File: src/rtl/md_pad_responder.sv
// -----------------------------------------------------------------------------
// md_pad_responder
//
// Emulates the pad side of a Mega Drive style controller port. The host toggles
// the select line. Each toggle advances a small edge counter, and the counter
// together with the select level chooses which buttons appear on the six data
// lines. After a long quiet spell on select, the counter falls back to zero so
// that the host can start a new read sequence.
//
// Configuration macro:
//   MD_SIX_BUTTON_EN  defined   -> 6-button pad. The 3rd low phase, the extra
//                                  button phase and the 4th low phase are
//                                  decoded.
//                     undefined -> 3-button pad. Only the normal high and low
//                                  maps are used, and X/Y/Z/Mode are ignored.
//                                  The edge counter and the idle timer still
//                                  run.
//
// Parameters:
//   TIMEOUT_CYC  Number of select-idle clk_sys cycles after which the edge
//                counter returns to 0 (default 60000 = 1.5 ms at 40 MHz).
//
// Ports:
//   clk_sys   in   1   System clock. All logic runs on its rising edge.
//   reset     in   1   Synchronous, active-high reset.
//   sel_in    in   1   Asynchronous select line from the host. Idles high.
//   btn       in  12   Active-high buttons {Mode,X,Y,Z,Start,A,C,B,U,D,L,R}.
//   pad_out   out  6   Active-low data lines D5..D0, registered.
//   phase     out  4   Current edge-counter value, for debug.
// -----------------------------------------------------------------------------
module md_pad_responder #(
   parameter int TIMEOUT_CYC = 60000
) (
   input  logic        clk_sys,
   input  logic        reset,
   input  logic        sel_in,
   input  logic [11:0] btn,
   output logic [5:0]  pad_out,
   output logic [3:0]  phase
);

   // The timer never holds a value above TIMEOUT_CYC-2, so clog2 bits suffice.
   localparam int TW = (TIMEOUT_CYC > 2) ? $clog2(TIMEOUT_CYC) : 1;

   // The timeout fires on the clock edge where the timer would step to
   // TIMEOUT_CYC-1. At that edge it clears instead of counting.
   localparam logic [TW-1:0] TIMER_LAST = TW'(TIMEOUT_CYC - 2);
   localparam logic [3:0]    E_MAX      = 4'd8;

   typedef enum logic [2:0] {
      MAP_HIGH,      // sel high: C B R L D U
      MAP_LOW,       // sel low: Start A 0 0 D U
      MAP_LOW_ZERO,  // 3rd low phase: Start A 0000
      MAP_EXTRA,     // extra-button phase: C B Mode X Y Z
      MAP_LOW_ONES   // 4th low phase: Start A 1111
   } map_t;

   // Button aliases for the 3-button set.
   logic b_start, b_a, b_c, b_b, b_u, b_d, b_l, b_r;
   assign b_start = btn[7];
   assign b_a     = btn[6];
   assign b_c     = btn[5];
   assign b_b     = btn[4];
   assign b_u     = btn[3];
   assign b_d     = btn[2];
   assign b_l     = btn[1];
   assign b_r     = btn[0];

`ifdef MD_SIX_BUTTON_EN
   localparam logic [3:0] E_LOW3  = 4'd5;
   localparam logic [3:0] E_EXTRA = 4'd6;
   localparam logic [3:0] E_LOW4  = 4'd7;

   logic b_mode, b_x, b_y, b_z;
   assign b_mode = btn[11];
   assign b_x    = btn[10];
   assign b_y    = btn[9];
   assign b_z    = btn[8];
`else
   // The 3-button pad has no use for the extra buttons.
   logic unused_extra_btn;
   assign unused_extra_btn = ^btn[11:8];
`endif

   logic          sel_meta;
   logic          sel_s;
   logic          sel_prev;
   logic          sel_edge;
   logic [3:0]    e_q;
   logic [3:0]    e_d;
   logic [TW-1:0] timer_q;
   logic [TW-1:0] timer_d;
   map_t          map_sel;
   logic [5:0]    pad_d;

   // ------------------------------------------------------------------------
   // Select synchronizer and edge detect.
   // sel_prev also resets high, so leaving reset never shows a false edge.
   // ------------------------------------------------------------------------
   // NOTE: reset is sampled on the clock edge, so it lives inside the clocked
   // branch and is absent from the sensitivity list.
   always_ff @(posedge clk_sys) begin
      if (reset) begin
         // NOTE: sequential state uses <= so every flop samples the values
         // from before the edge. With = the three flops would collapse.
         sel_meta <= 1'b1;
         sel_s    <= 1'b1;
         sel_prev <= 1'b1;
      end else begin
         sel_meta <= sel_in;
         sel_s    <= sel_meta;
         sel_prev <= sel_s;
      end
   end

   assign sel_edge = sel_s ^ sel_prev;

   // ------------------------------------------------------------------------
   // Edge counter and idle timer. An edge always wins over a timeout in the
   // same cycle.
   // ------------------------------------------------------------------------
   always_comb begin
      // NOTE: defaults come first so every path assigns every output. A
      // missing default would infer a latch.
      e_d     = e_q;
      timer_d = timer_q + 1'b1;
      if (sel_edge) begin
         timer_d = '0;
         if (e_q != E_MAX) begin
            e_d = e_q + 1'b1;
         end
      end else if (timer_q == TIMER_LAST) begin
         timer_d = '0;
         e_d     = '0;
      end
   end

   // ------------------------------------------------------------------------
   // Map selection. It uses the next counter value so that the edge update
   // and the new pad data land on the same clock edge. Latency is then
   // 2 synchronizer flops plus the output register.
   // ------------------------------------------------------------------------
   always_comb begin
      map_sel = MAP_LOW;
      if (sel_s) begin
         map_sel = MAP_HIGH;
      end
`ifdef MD_SIX_BUTTON_EN
      // A level that does not match the expected parity keeps the normal map.
      if (!sel_s && e_d == E_LOW3) begin
         map_sel = MAP_LOW_ZERO;
      end else if (sel_s && e_d == E_EXTRA) begin
         map_sel = MAP_EXTRA;
      end else if (!sel_s && e_d == E_LOW4) begin
         map_sel = MAP_LOW_ONES;
      end
`endif
   end

   always_comb begin
      pad_d = 6'b111111;
      case (map_sel)
         MAP_HIGH:     pad_d = ~{b_c, b_b, b_r, b_l, b_d, b_u};
         MAP_LOW:      pad_d = {~b_start, ~b_a, 2'b00, ~b_d, ~b_u};
`ifdef MD_SIX_BUTTON_EN
         MAP_LOW_ZERO: pad_d = {~b_start, ~b_a, 4'b0000};
         MAP_EXTRA:    pad_d = ~{b_c, b_b, b_mode, b_x, b_y, b_z};
         MAP_LOW_ONES: pad_d = {~b_start, ~b_a, 4'b1111};
`endif
         default:      pad_d = 6'b111111;
      endcase
   end

   // ------------------------------------------------------------------------
   // State and output registers. Buttons are sampled every cycle.
   // ------------------------------------------------------------------------
   always_ff @(posedge clk_sys) begin
      if (reset) begin
         pad_out <= 6'b111111;
         e_q     <= '0;
         timer_q <= '0;
      end else begin
         pad_out <= pad_d;
         e_q     <= e_d;
         timer_q <= timer_d;
      end
   end

   assign phase = e_q;

endmodule

File: config.mk
export PLATFORM = sky130hd
export DESIGN_NAME = md_pad_responder
export DESIGN_NICKNAME = d
export VERILOG_FILES = /design/src/rtl/md_pad_responder.sv
export SDC_FILE = /design/constraint.sdc
export NUM_CORES = 1
export LEC_CHECK = 0
export BUFFER_PORTS_ARGS = -buffer_cell sky130_fd_sc_hd__buf_2
export CAP_MARGIN = 40
export CORE_MARGIN = 1
export CORE_UTILIZATION = 53
export CTS_CLUSTER_DIAMETER = 150
export DETAILED_ROUTE_END_ITERATION = 8
export PLACE_DENSITY = 0.8
export RECOVER_POWER = 50
export SYNTH_ARGS = -nofsm -noshare
export SYNTH_HDL_FRONTEND = slang
export SYNTH_SLANG_ARGS = --single-unit
File: constraint.sdc
create_clock -name clk_sys -period 1.8 [get_ports clk_sys]
set_input_delay 0.36 -clock clk_sys [delete_from_list [all_inputs] [get_ports clk_sys]]
set_output_delay 0.36 -clock clk_sys [all_outputs]
set_load 0.02 [all_outputs]
# Yosys cells after proc, flatten, opt, wreduce, memory -nomap -nowiden
# Index checks and enable logic that the tools add are counted.
# Widths: inputs -> output; s select.
# totals
register_bits	29
latch_bits	0
mem_bits_rw	0
mem_bits_ro	0
in_bits	15
out_inout_bits	10
word_cells	27
mem_count	0
# classes
add_sub_neg	2
n_mul	0
div_mod_pow	0
magnitude_cmp	0
eq_ne	4
shifts	0
muxes	5
n_bitwise	6
n_reduce_logical	4
# ops
operator	count
$add 16x1->16 const B	1
$eq 16x16->1 const B	1
$mux 4	3
$pmux 6 s2	1
$not 6->6	1
$add 4x1->4 const B	1
$ne 4x4->1 const B	1
$not 1->1	4
$eq 3x1->1 const B	1
$logic_not 3->1	1
$reduce_or 3->1	1
$ne 2x1->1 const B	1
$reduce_and 2->1	1
$reduce_bool 2->1	1
$mux 1	1
$xor 1x1->1	1

# Depth between registers and ports, before layout
# logic_depth
word_depth	3
mapped_depth	7
mapped_depth_nobuf	6

# Worst setup path after synthesis
# OpenSTA, ideal clock, no wires.
# synth_timing
path_type	reg2reg
startpoint	reg timer_q[0]
endpoint	reg timer_q[10]
setup_ns	0.114
arrival_time_ns	1.295
t_required_ns	1.686
path_slack_ns	0.391
stages_incl_launch_ff	6
n_path_buf	0
synth_period_minus_slack_ns	1.409
path_cell_list	dfxtp_1 -> ha_1 -> nand4_1 -> or3_1 -> xor2_1 -> nor2_1
# synth_between
elab_chain_cells	2
word_cells_on_any_way	3
classes_between	add/sub: 1; eq/ne: 1; reduce/logical: 1
# synth_lines
item	line_no	source
start: declaration	91	logic [TW-1:0] timer_q;
start signal: assignment	185	timer_q <= timer_d;
branches (longest 2 deep; another with $add 16x1->16)	--	
# Several ways; the timed one is not identified.
# A chain may end at the register's enable or synchronous reset.

# Worst setup path after layout
# layout_timing
startpoint	reg timer_q[1]
endpoint	reg timer_q[2]
# The elaborated chain is that of the path after synthesis.

==> run metrics <==
layout overhead on the synthesized area=15.1%; Seq cells post-synth=29; Logic pwr share=~6.5%; htree depth=2; Worst VDD drop=around 0.75 mV; DRC Markers=0; number of DRC markers in iteration 0=22; sequential power share=approximately half; sequential share of the synthesized area=between 40 and 50%; CTS Buf Count=5; Clock Tree Buf Depth=2; status=finished clean; dpl ws=about 240 ps; WP data arrival=roughly 1800 ps; Placeable Area=~2200 sq um; Post-synth top cells=dfxtp_1, nor2_1, xor2_1; Area contributors post-synth=dfxtp_1, xor2_1, xnor2_1, nor2_1, ha_1; Die Y=roughly 50 um; Vias=between 900 and 1000; Hold Crit Class=in -> reg; Static Leak=between 0.5 and 0.6 nW; RSZ-0062 raised after global routing=no; reg-to-reg setup timing slack=230 ps; Synth cell types=36; Yosys warning count=0; largest net degree at the start of global routing=18; total congestion overflow=0; clock sink count=29; initial antenna violation count=0; Port Buffer Count=20; Initial Utilization=57.3%; PnR worst setup slack=229 ps; total track usage=roughly a fifth; Final period util=~87%; hold buffers post-CTS=0; Setup crit end kind=register; critical path fanouts, max=16; Clk pin slew, worst setup/hold paths=90 ps; drt pass-1 iters=4; average wire per standard cell=roughly 12 um; IO Pins=25; final hold vios=0; P_sw=0.298 mW; Internal=between 1 and 1.5 mW; filler cell count=about 190; Max Fclk=637 MHz; dpl hpwl=~1600 um; worst-margin pin slew=about 590 ps; Setup Fix Bufs, Post-CTS=0; area post-placement=approximately 1400 sq um; die width=51.1 um; final worst path period need=between 1500 and 2000 ps; gate count after technology mapping=between 100 and 150; Main synth FF type=dfxtp_1; DP Cell Count=around 180; skew final=between 8 and 9 ps; diodes inserted=0; final setup TNS=0 ps; async set-reset flop share out of synthesis=0%; post-route cell area=about 1500 sq um; Slew Limit Fails=0; share of cells above drive strength 1=around 22%; RD Place Congestion=a little over 0.8; number of cell rows=17; WS Path Type=reg -> reg; crit start category=register; number of global-route vias before repair=a little over 900; number of synthesized flops with an enable pin=0; syn_nets=around 150; nets=approximately 180; worst path required time=roughly 2000 ps; full die area=2610 sq um; Max-cap violations=0; syn avg cell area=just under 10 sq um; largest area contributor in the netlist=dfxtp_1; worst relative slew slack=between 60 and 70%; TritonCTS clock tree=done; Final Non-Filler Cells=around 190; Resize count post-CTS=0; routed wire length=2210 um; Netlist Area Pre-Place=roughly 1300 sq um; final setup fails=0; DR vias/cell=5.27; ANT nets after route=0; PwrDens=899 nW/um^2; clock root buffer=clkbuf_4; most frequent cell after synthesis=dfxtp_1; Net Sw Frac=between 20 and 25%; Clock power frac=42.2%; global-route wire length before repair=approximately 3700 um; Skew-Pair Late Insertion Delay=between 300 and 400 ps; Yosys top cell area share=between 40% and 50%
-- flip-flops by register name (all words and copies together), names as in the netlist --
signal	count
sel_s	1
pad_out	6
phase	4
sel_prev	1
timer_q	16
sel_meta	1
-- layer usage --
layer	vias up	share of wire (%)	track usage (%)
li1	496	-	-
met1	455	45	20.7
met2	23	47	32.5
met3	7	6.0	7.14
met4	0	2.2	15.3
met5	-	0	0
-- placed cells by master, fill, tap and decap left out, types with 2 or more instances in the layout --
cell      synthesis  routed
xor2_1            9       9
nor2_2            5       5
nor2_1           14      14
xnor2_1           7       7
clkbuf_4          0       5
nor4_1            4       4
buf_2             1       9
nand3_1           7       7
ha_1              4       4
inv_1             7       7
mux2i_1           2       2
a21o_1            2       2
dfxtp_1          29      29
nand2_1           3       3
nand3b_1          2       2
nor3_1            4       4
clkbuf_1          1      11
or3_1             2       2
nand2b_1          3       3
or2_2             5       5
nand4_1           6       6
-- through the flow --
step	hold slack [ps]	power, mW	util [%]
global route	159	1.37	65.9
finish	175	1.32	65.9
floorplan	389	0.751	-
detailed placement	406	0.783	62.5
CTS	167	1.34	66.5
global placement	398	0.778	62.5
-- layout make-up --
| type | instances | area [sq um] | share of cell area, % |
|---|---|---|---|
| Timing Repair Buffer | 21 | 93.8 | 6.38 |
| Clock inverter | 2 | 37.5 | 2.55 |
| Tap cell | 28 | 35.0 | 2.38 |
| Multi-Input combinational cell | 93 | 647 | 44.0 |
| Clock buffer | 6 | 51.3 | 3.49 |
| Sequential cell | 29 | 581 | 39.5 |
| Inverter | 7 | 26.3 | 1.79 |
-- cells by family (layout without fill, tap and decap cells) --
kind of cell / after synthesis / in the layout / synth area share [%]
adder cells (fa/ha/maj): 4 / 4 / 3.91
AO/OA/AOI/OAI: 6 / 6 / 3.82
XOR/XNOR: 16 / 16 / 11.0
buffers and inverters: 11 / 36 / 4.01
AND/OR/NAND/NOR: 65 / 65 / 30.3
multiplexers: 2 / 2 / 1.57
flip-flops: 29 / 29 / 45.4
-- critical path, stage by stage, from the launching register on --
cell	delay (ps)
dfxtp_1	460
ha_1	190
nor4bb_1	200
nand4_1	200
nand2_2	310
nor2_1	100
-- power by group through the flow --
stage               registers (mW)  logic (mW)  clock network [mW]
finish                       0.678      0.0865               0.558
global route                 0.682      0.0958               0.596
CTS                          0.678      0.0908               0.570
detailed placement           0.692      0.0907                   0
global placement             0.692      0.0859                   0
floorplan                    0.702      0.0495                   0
-- worst paths after layout --
path	from	endpoint	depth (start not counted)
max	timer_q[1]	timer_q[2]	5
min	btn[2]	pad_out[1]	2
max reg2reg	timer_q[1]	timer_q[2]	5
min reg2reg	sel_meta	sel_s	1
Note: power is estimated with default switching activity, not from simulation.
